--- config.mk ---
export PLATFORM = sky130hd
export DESIGN_NAME = regfile_wb_buffer
export DESIGN_NICKNAME = d
export VERILOG_FILES = /design/src/rtl/regfile_wb_buffer.sv
export SDC_FILE = /design/constraint.sdc
export NUM_CORES = 1
export LEC_CHECK = 0
export ABC_CLOCK_PERIOD_IN_PS = 2500
export CAP_MARGIN = 10
export CORE_MARGIN = 2
export CORE_UTILIZATION = 35
export DETAILED_ROUTE_END_ITERATION = 16
export HOLD_SLACK_MARGIN = 0.06
export SYNTH_ARGS = -nofsm -noshare
export SYNTH_HDL_FRONTEND = slang
export SYNTH_SLANG_ARGS = --single-unit
export TNS_END_PERCENT = 5
--- constraint.sdc ---
create_clock -name clock -period 2.5 [get_ports clock]
set_clock_uncertainty 0.1 [all_clocks]
set_input_delay 0.5 -clock clock [delete_from_list [all_inputs] [get_ports clock]]
set_output_delay 0.5 -clock clock [all_outputs]
set_load 0.02 [all_outputs]
--- src/rtl/regfile_wb_buffer.sv ---
// regfile_wb_buffer: in-order write-back queue in front of the register file,
// with snooped read-address forwarding from pending entries.
module regfile_wb_buffer #(
    parameter int W     = 8,
    parameter int DEPTH = 4
) (
    input  logic                   clock,
    input  logic                   rst,
    input  logic                   in_valid,
    output logic                   in_ready,
    input  logic [2:0]             in_addr,
    input  logic [W-1:0]           in_data,
    input  logic                   drain_hold,
    output logic [2:0]             A3,
    output logic [W-1:0]           WD3,
    output logic                   enable,
    input  logic [2:0]             A1,
    input  logic [2:0]             A2,
    output logic                   hit1,
    output logic                   hit2,
    output logic [W-1:0]           fwd1,
    output logic [W-1:0]           fwd2,
    output logic [$clog2(DEPTH):0] count,
    output logic                   err_r7
);
    localparam int AW = $clog2(DEPTH);

    logic [2:0]    r_addr [DEPTH];
    logic [W-1:0]  r_data [DEPTH];
    logic [AW-1:0] r_wp;
    logic [AW-1:0] r_rp;
    logic [AW:0]   r_count;
    logic          r_err;
    logic          w_acc;
    logic          w_push;
    logic          w_pop;

    assign in_ready = r_count < (AW+1)'(DEPTH);
    assign w_acc    = in_valid & in_ready;
    assign w_push   = w_acc & (in_addr != 3'd7);
    assign enable   = (r_count != '0) & ~drain_hold;
    assign w_pop    = enable;
    assign A3       = (r_count != '0) ? r_addr[r_rp] : 3'd0;
    assign WD3      = (r_count != '0) ? r_data[r_rp] : '0;
    assign count    = r_count;
    assign err_r7   = r_err;

    // Scan oldest to youngest so the youngest match wins; the head is included even while popping.
    always_comb begin
        logic [AW-1:0] v_idx;
        v_idx = '0;
        hit1  = 1'b0;
        hit2  = 1'b0;
        fwd1  = '0;
        fwd2  = '0;
        for (int i = 0; i < DEPTH; i++) begin
            v_idx = r_rp + AW'(i);
            if ((AW+1)'(i) < r_count) begin
                if (r_addr[v_idx] == A1) begin
                    hit1 = 1'b1;
                    fwd1 = r_data[v_idx];
                end
                if (r_addr[v_idx] == A2) begin
                    hit2 = 1'b1;
                    fwd2 = r_data[v_idx];
                end
            end
        end
    end

    always_ff @(posedge clock or negedge rst) begin
        if (!rst) begin
            r_wp    <= '0;
            r_rp    <= '0;
            r_count <= '0;
            r_err   <= 1'b0;
        end else begin
            r_err   <= w_acc & (in_addr == 3'd7);
            if (w_push) r_wp <= r_wp + AW'(1);
            if (w_pop) r_rp <= r_rp + AW'(1);
            r_count <= r_count + (AW+1)'(w_push) - (AW+1)'(w_pop);
        end
    end

    always_ff @(posedge clock) begin
        if (w_push) begin
            r_addr[r_wp] <= in_addr;
            r_data[r_wp] <= in_data;
        end
    end
endmodule

* After elaboration in Yosys (flattened, before gate mapping) *
Memory sizes are Yosys's and may differ from the RTL's.
Index checks and enable logic that the tools add are counted.

storage, ports and cells
  logic and storage cells = 69
  memories = 2
  RAM bits = 44
  bits in registers = 8
  output and inout bits = 35
  bits of input ports = 21

memories
  name    words  width  rd ports  clocked after memory_dff  write ports  RTL line  text
  r_data  4      8      4         0                         1            29        logic [W-1:0] r_data [DEPTH];
  r_addr  4      3      4         0                         1            28        logic [2:0] r_addr [DEPTH];

operators by class
  bitwise logic cells = 5
  eq/ne operators = 10
  add/sub/neg operators = 6
  mux-type cells = 36
  $lt $le $gt $ge = 5
  reduce and logical (&&, ||, !) cells = 1

operator list
  cell                                                                          count
  8-bit 2-to-1 mux                                                              17
  3-bit == test                                                                 8
  1-bit 2-to-1 mux                                                              18
  1-bit by 3-bit less-than comparator with 1-bit output (first input constant)  2
  2-bit by 3-bit less-than comparator with 1-bit output (first input constant)  2
  2-bit by 1-bit adder with 2-bit output (second input constant)                2
  2-bit adder (second input constant)                                           2
  1-bit AND                                                                     4
  3-bit by 1-bit adder with 3-bit output                                        1
  3-bit == test (second input constant)                                         1
  3-bit less-than comparator (second input constant)                            1
  3-bit 2-to-1 mux                                                              1
  3-bit inequality test (second input constant)                                 1
  3-bit nonzero test                                                            1
  3-bit by 1-bit subtractor with 3-bit output                                   1
  1-bit inverter                                                                1

* Depth between registers and ports, before layout *
An unclocked memory read counts as a cell.

  depth after elaboration = 10
  gate-level depth with buffers = 10
  mapped depth without buffers = 9

* Worst setup path after synthesis *
Ideal clock, no wire load.

  path type = register to output
  from = register r_rp[0]
  to = output port fwd1[6]
  slack = -0.532 ns
  buffers on the path = 3
  arrival = 2.432 ns
  required time = 1.900 ns
  stages on the path, launching flop included = 10
  cell sequence = dfrtp_1 > buf_2 > buf_4 > mux2i_1 > mux2i_1 > a211o_1 > and4_1 > buf_1 > a221oi_1 > o31ai_1

between the ends
  longest elaborated chain between the ends = 10
  elaborated cells on any way between the ends = 17
  classes of those cells = add/sub (3); eq/ne (4); mux (8); memory (2)

ends and longest elaborated chain
  what                                                                      RTL line  text
  start, declared                                                           31        logic [AW-1:0] r_rp;
  start signal, assigned                                                    80        if (w_pop) r_rp <= r_rp + AW'(1);
  parallel branches: the longest is 9 deep, another holds memory 4 x 3 bit  --
  8-bit 2-to-1 mux *                                                        58        if ((AW+1)'(i) < r_count) begin
  end, declared                                                             21        output logic [W-1:0] fwd1,

Mark *: on every way between the ends.

* Worst setup path after layout *
  from = register r_rp[1]
  to = output port fwd1[0]

Same word-level chain as after synthesis.

==> results.sh <==
export IMPL_ys_warnings_count=0
export IMPL_io_pins=56
export IMPL_worstPathCellList="mux4_2 > buf_4 > xor2_1 > nor4_4 > nor3_2 > buf_6 > a221oi_2 > o31ai_2 > buf_4"
export IMPL_die_h_um=108
export IMPL_root_buffer="clkbuf_8"
export IMPL_place_congestion=0.830
export IMPL_synth_compound_area_frac=0.128
export IMPL_num_vias=3200
export IMPL_postRouteWirelength_mm=10.7
export IMPL_post_place_ws_ps=-1290
export IMPL_setup_violations=26
export IMPL_clk_latency_ps=310
export IMPL_rows=37
export IMPL_critical_path_max_stage_delay_ps=580
export IMPL_grt_pass1_wl_mm=17.0
export IMPL_cts_hold_fix_buffers=0
export IMPL_synth_top_family_by_area="multiplexers"
export IMPL_ys_ff_latch=52
export IMPL_yosysUniqueCellTypes=41
export IMPL_syn_nets=353
export IMPL_overflow=0
export IMPL_nets=487
export IMPL_min_period_ps=3330
export IMPL_crit_path_top_delay_cell="mux4_2"
export IMPL_synth_flop_cell="edfxtp_1"
export IMPL_worstSetupStartpointType="register"
export IMPL_finalHoldViolCount=0
export IMPL_cts_sinks=52
export IMPL_die_area_sq_mm=0.0116
export IMPL_cp_common_cell="buf_4"
export IMPL_n_antenna_cell=0
export IMPL_drc=0
export IMPL_grt_start_max_net_pins=32
export IMPL_clock_path_buffers=2
export IMPL_path_delay_family="multiplexers"
export IMPL_initial_utilization=0.363
export IMPL_synthAdderAreaFrac=0.0318
export IMPL_rsz0062_at_grt="yes"
export IMPL_synth_simple_area_share=0.103
export IMPL_min_path_type="primary input to asynchronous set/reset pin"
export IMPL_htreeDepth=2
export IMPL_cp_num_buf_inv=3
export IMPL_synth_xor_area_frac=0.0579
export IMPL_vdd_drop_max_uv=891
export IMPL_drive_gt1_frac=0.441
export IMPL_grt_pass1_vias=3317
export IMPL_layout_common_cells="94 x buf_4, 44 x edfxtp_1, 25 x mux2i_1, 25 x clkdlybuf4s50_1"
export IMPL_post_route_period_util=1.33
export IMPL_dieWidth_um=108
export IMPL_p_leak_nw=2.18
export IMPL_numCtsBuffers=5
export IMPL_worstPathArrival_ps=2730
export IMPL_max_freq_ghz=0.301
export IMPL_maxCapViolations=0
export IMPL_hpwlAfterDp_mm=7.72
export IMPL_power_density_mw_per_mm2=1350
export IMPL_grt_usage=0.189
export IMPL_final_common_cell="buf_4"
export IMPL_tightest_slew_ps=689
export IMPL_crit_fanout=8
export IMPL_cts_reportedPaths_clkPinSlew_ps=90
export IMPL_dr_pass1_iters=4
export IMPL_cts_tree="built"
export IMPL_synthMuxAreaShare=0.239
export IMPL_antenna_left=0
export IMPL_required_ps=1900
export IMPL_cp_end_kind="primary output"
export IMPL_drt_iter0_drc=221
export IMPL_crit_type="register to primary output"
export IMPL_status="complete, but fails checks"
export IMPL_viasPerCell=5.39
export IMPL_ys_seq_area_frac=0.403
export IMPL_slew_headroom=0.540
export IMPL_synthCells=323
export IMPL_failed_checks="negative setup slack"
export IMPL_utilization=0.521
export IMPL_core_area_sq_mm=0.0104
export IMPL_antenna_found_initial=0
export IMPL_area_growth_synth_to_final_pct=43.7
export IMPL_drt_wirelength_per_cell_um=18.0
export IMPL_synthesis_area_sq_mm=0.00378
export IMPL_avgSynthCellArea_sq_um=11.7
export IMPL_portBuffers=55
export IMPL_synth_edf_count=44
export IMPL_async_flop_share=0.154
export IMPL_maxSlewViolCount=0
export IMPL_worst_slack_ps=-828
-- metrics by stage --
stage / TNS, ps / power [mW] / cell area [sq um] / hold slack, ps / cells
global route: -17020 / 7.84 / 5430 / 386 / 594
global placement: -21430 / 6.64 / 5180 / 502 / 578
CTS: -14430 / 7.28 / 5400 / 377 / 594
floorplan: -5740 / 4.49 / 3870 / 104 / 323
finish: -14500 / 7.36 / 5430 / 363 / 594
detailed placement: -21970 / 6.69 / 5180 / 522 / 578
-- worst reg2reg max path, stage by stage, from the launching register on --
cell and delay, ps:
dfrtp_2 420, buf_4 150, nor3_2 190, nor2_1 60, buf_4 160, ha_1 280, inv_1 50, ha_1 120
inv_1 40, fa_1 370, xor2_1 160
-- state kept, by name, summed over array words and instances (netlist names) --
signal / flops
r_data: 32
r_rp: 2
err_r7: 1
r_wp: 2
r_addr: 12
count: 3
-- cells by family (layout without fill, tap and decap cells) --
family,count (synthesis),in the layout
adders and majority gates,9,9
AOI/OAI and AO/OA,70,70
buffers and inverters,33,168
muxes,61,61
DFF,52,52
and+or+nand+nor,73,73
xor gates and xnor gates,25,25
-- path summary, 6_finish.rpt --
check / slack [ps] / end / start / depth (start not counted)
max: -830 / fwd1[0] / r_rp[1] / 9
min: 360 / err_r7 / rst / 1
max reg2reg: 290 / count[2] / count[2] / 10
min reg2reg: 540 / count[0] / count[0] / 2
max in group asynchronous: 1640 / r_rp[1] / rst / 1
min in group clock: 540 / count[0] / count[0] / 2
-- power by group --
group	internal (mW)	switching, mW	leakage (nW)
Clock	0.195	0.266	0.0388
Sequential	1.11	0.110	0.491
Combinational	2.67	3.00	1.65
Total	3.98	3.38	2.18
-- cells in the mapped netlist (2+ instances only) --
library cell | instances | share of area
edfxtp_1 | 44 | 0.35
mux2i_1 | 26 | 0.069
nor2_1 | 23 | 0.023
mux4_2 | 22 | 0.13
o21ai_0 | 17 | 0.023
xor2_1 | 17 | 0.039
a221oi_1 | 16 | 0.037
nand2_1 | 15 | 0.015
clkbuf_1 | 11 | 0.011
nor2b_1 | 11 | 0.018
inv_1 | 10 | 0.0099
a21oi_1 | 9 | 0.012
dfrtp_1 | 8 | 0.053
ha_1 | 8 | 0.026
o211ai_1 | 8 | 0.016
o22ai_1 | 8 | 0.013
o31ai_1 | 8 | 0.016
xnor2_1 | 8 | 0.019
buf_2 | 7 | 0.0093
mux2_2 | 7 | 0.021
mux2_1 | 6 | 0.018
and2_1 | 4 | 0.0066
nand4_1 | 4 | 0.0066
and4_1 | 3 | 0.0070
buf_1 | 3 | 0.0030
nand2b_1 | 2 | 0.0033
nand3_1 | 2 | 0.0026
nor3_1 | 2 | 0.0026
nor3b_1 | 2 | 0.0040
-- layer usage --
| metal | part of all wire | vias to the layer above | routed length, um | track usage |
|---|---|---|---|---|
| met5 | 0 | - | 0 | 0 |
| met4 | 0.022 | 0 | 235 | 0.0696 |
| met3 | 0.059 | 15 | 632 | 0.0278 |
| met2 | 0.49 | 88 | 5230 | 0.321 |
| met1 | 0.43 | 1578 | 4590 | 0.246 |
| li1 | - | 1519 | - | - |
-- repair_timing --
action,in CTS,in global routing
pin swaps,5,2
buffers inserted,8,0
resized for setup,142,14
endpoints found under the setup margin,29,29
-- cell type report --
class / count / area, sq um
Sequential cell: 52 / 1530
Clock buffer: 6 / 72.6
Multi-Input combinational cell: 238 / 2330
Tap cell: 136 / 170
Clock inverter: 2 / 11.3
Timing Repair Buffer: 150 / 1290
Inverter: 10 / 37.5
Fill cell: 924 / 4980
Power figures use the tool's default switching activity.
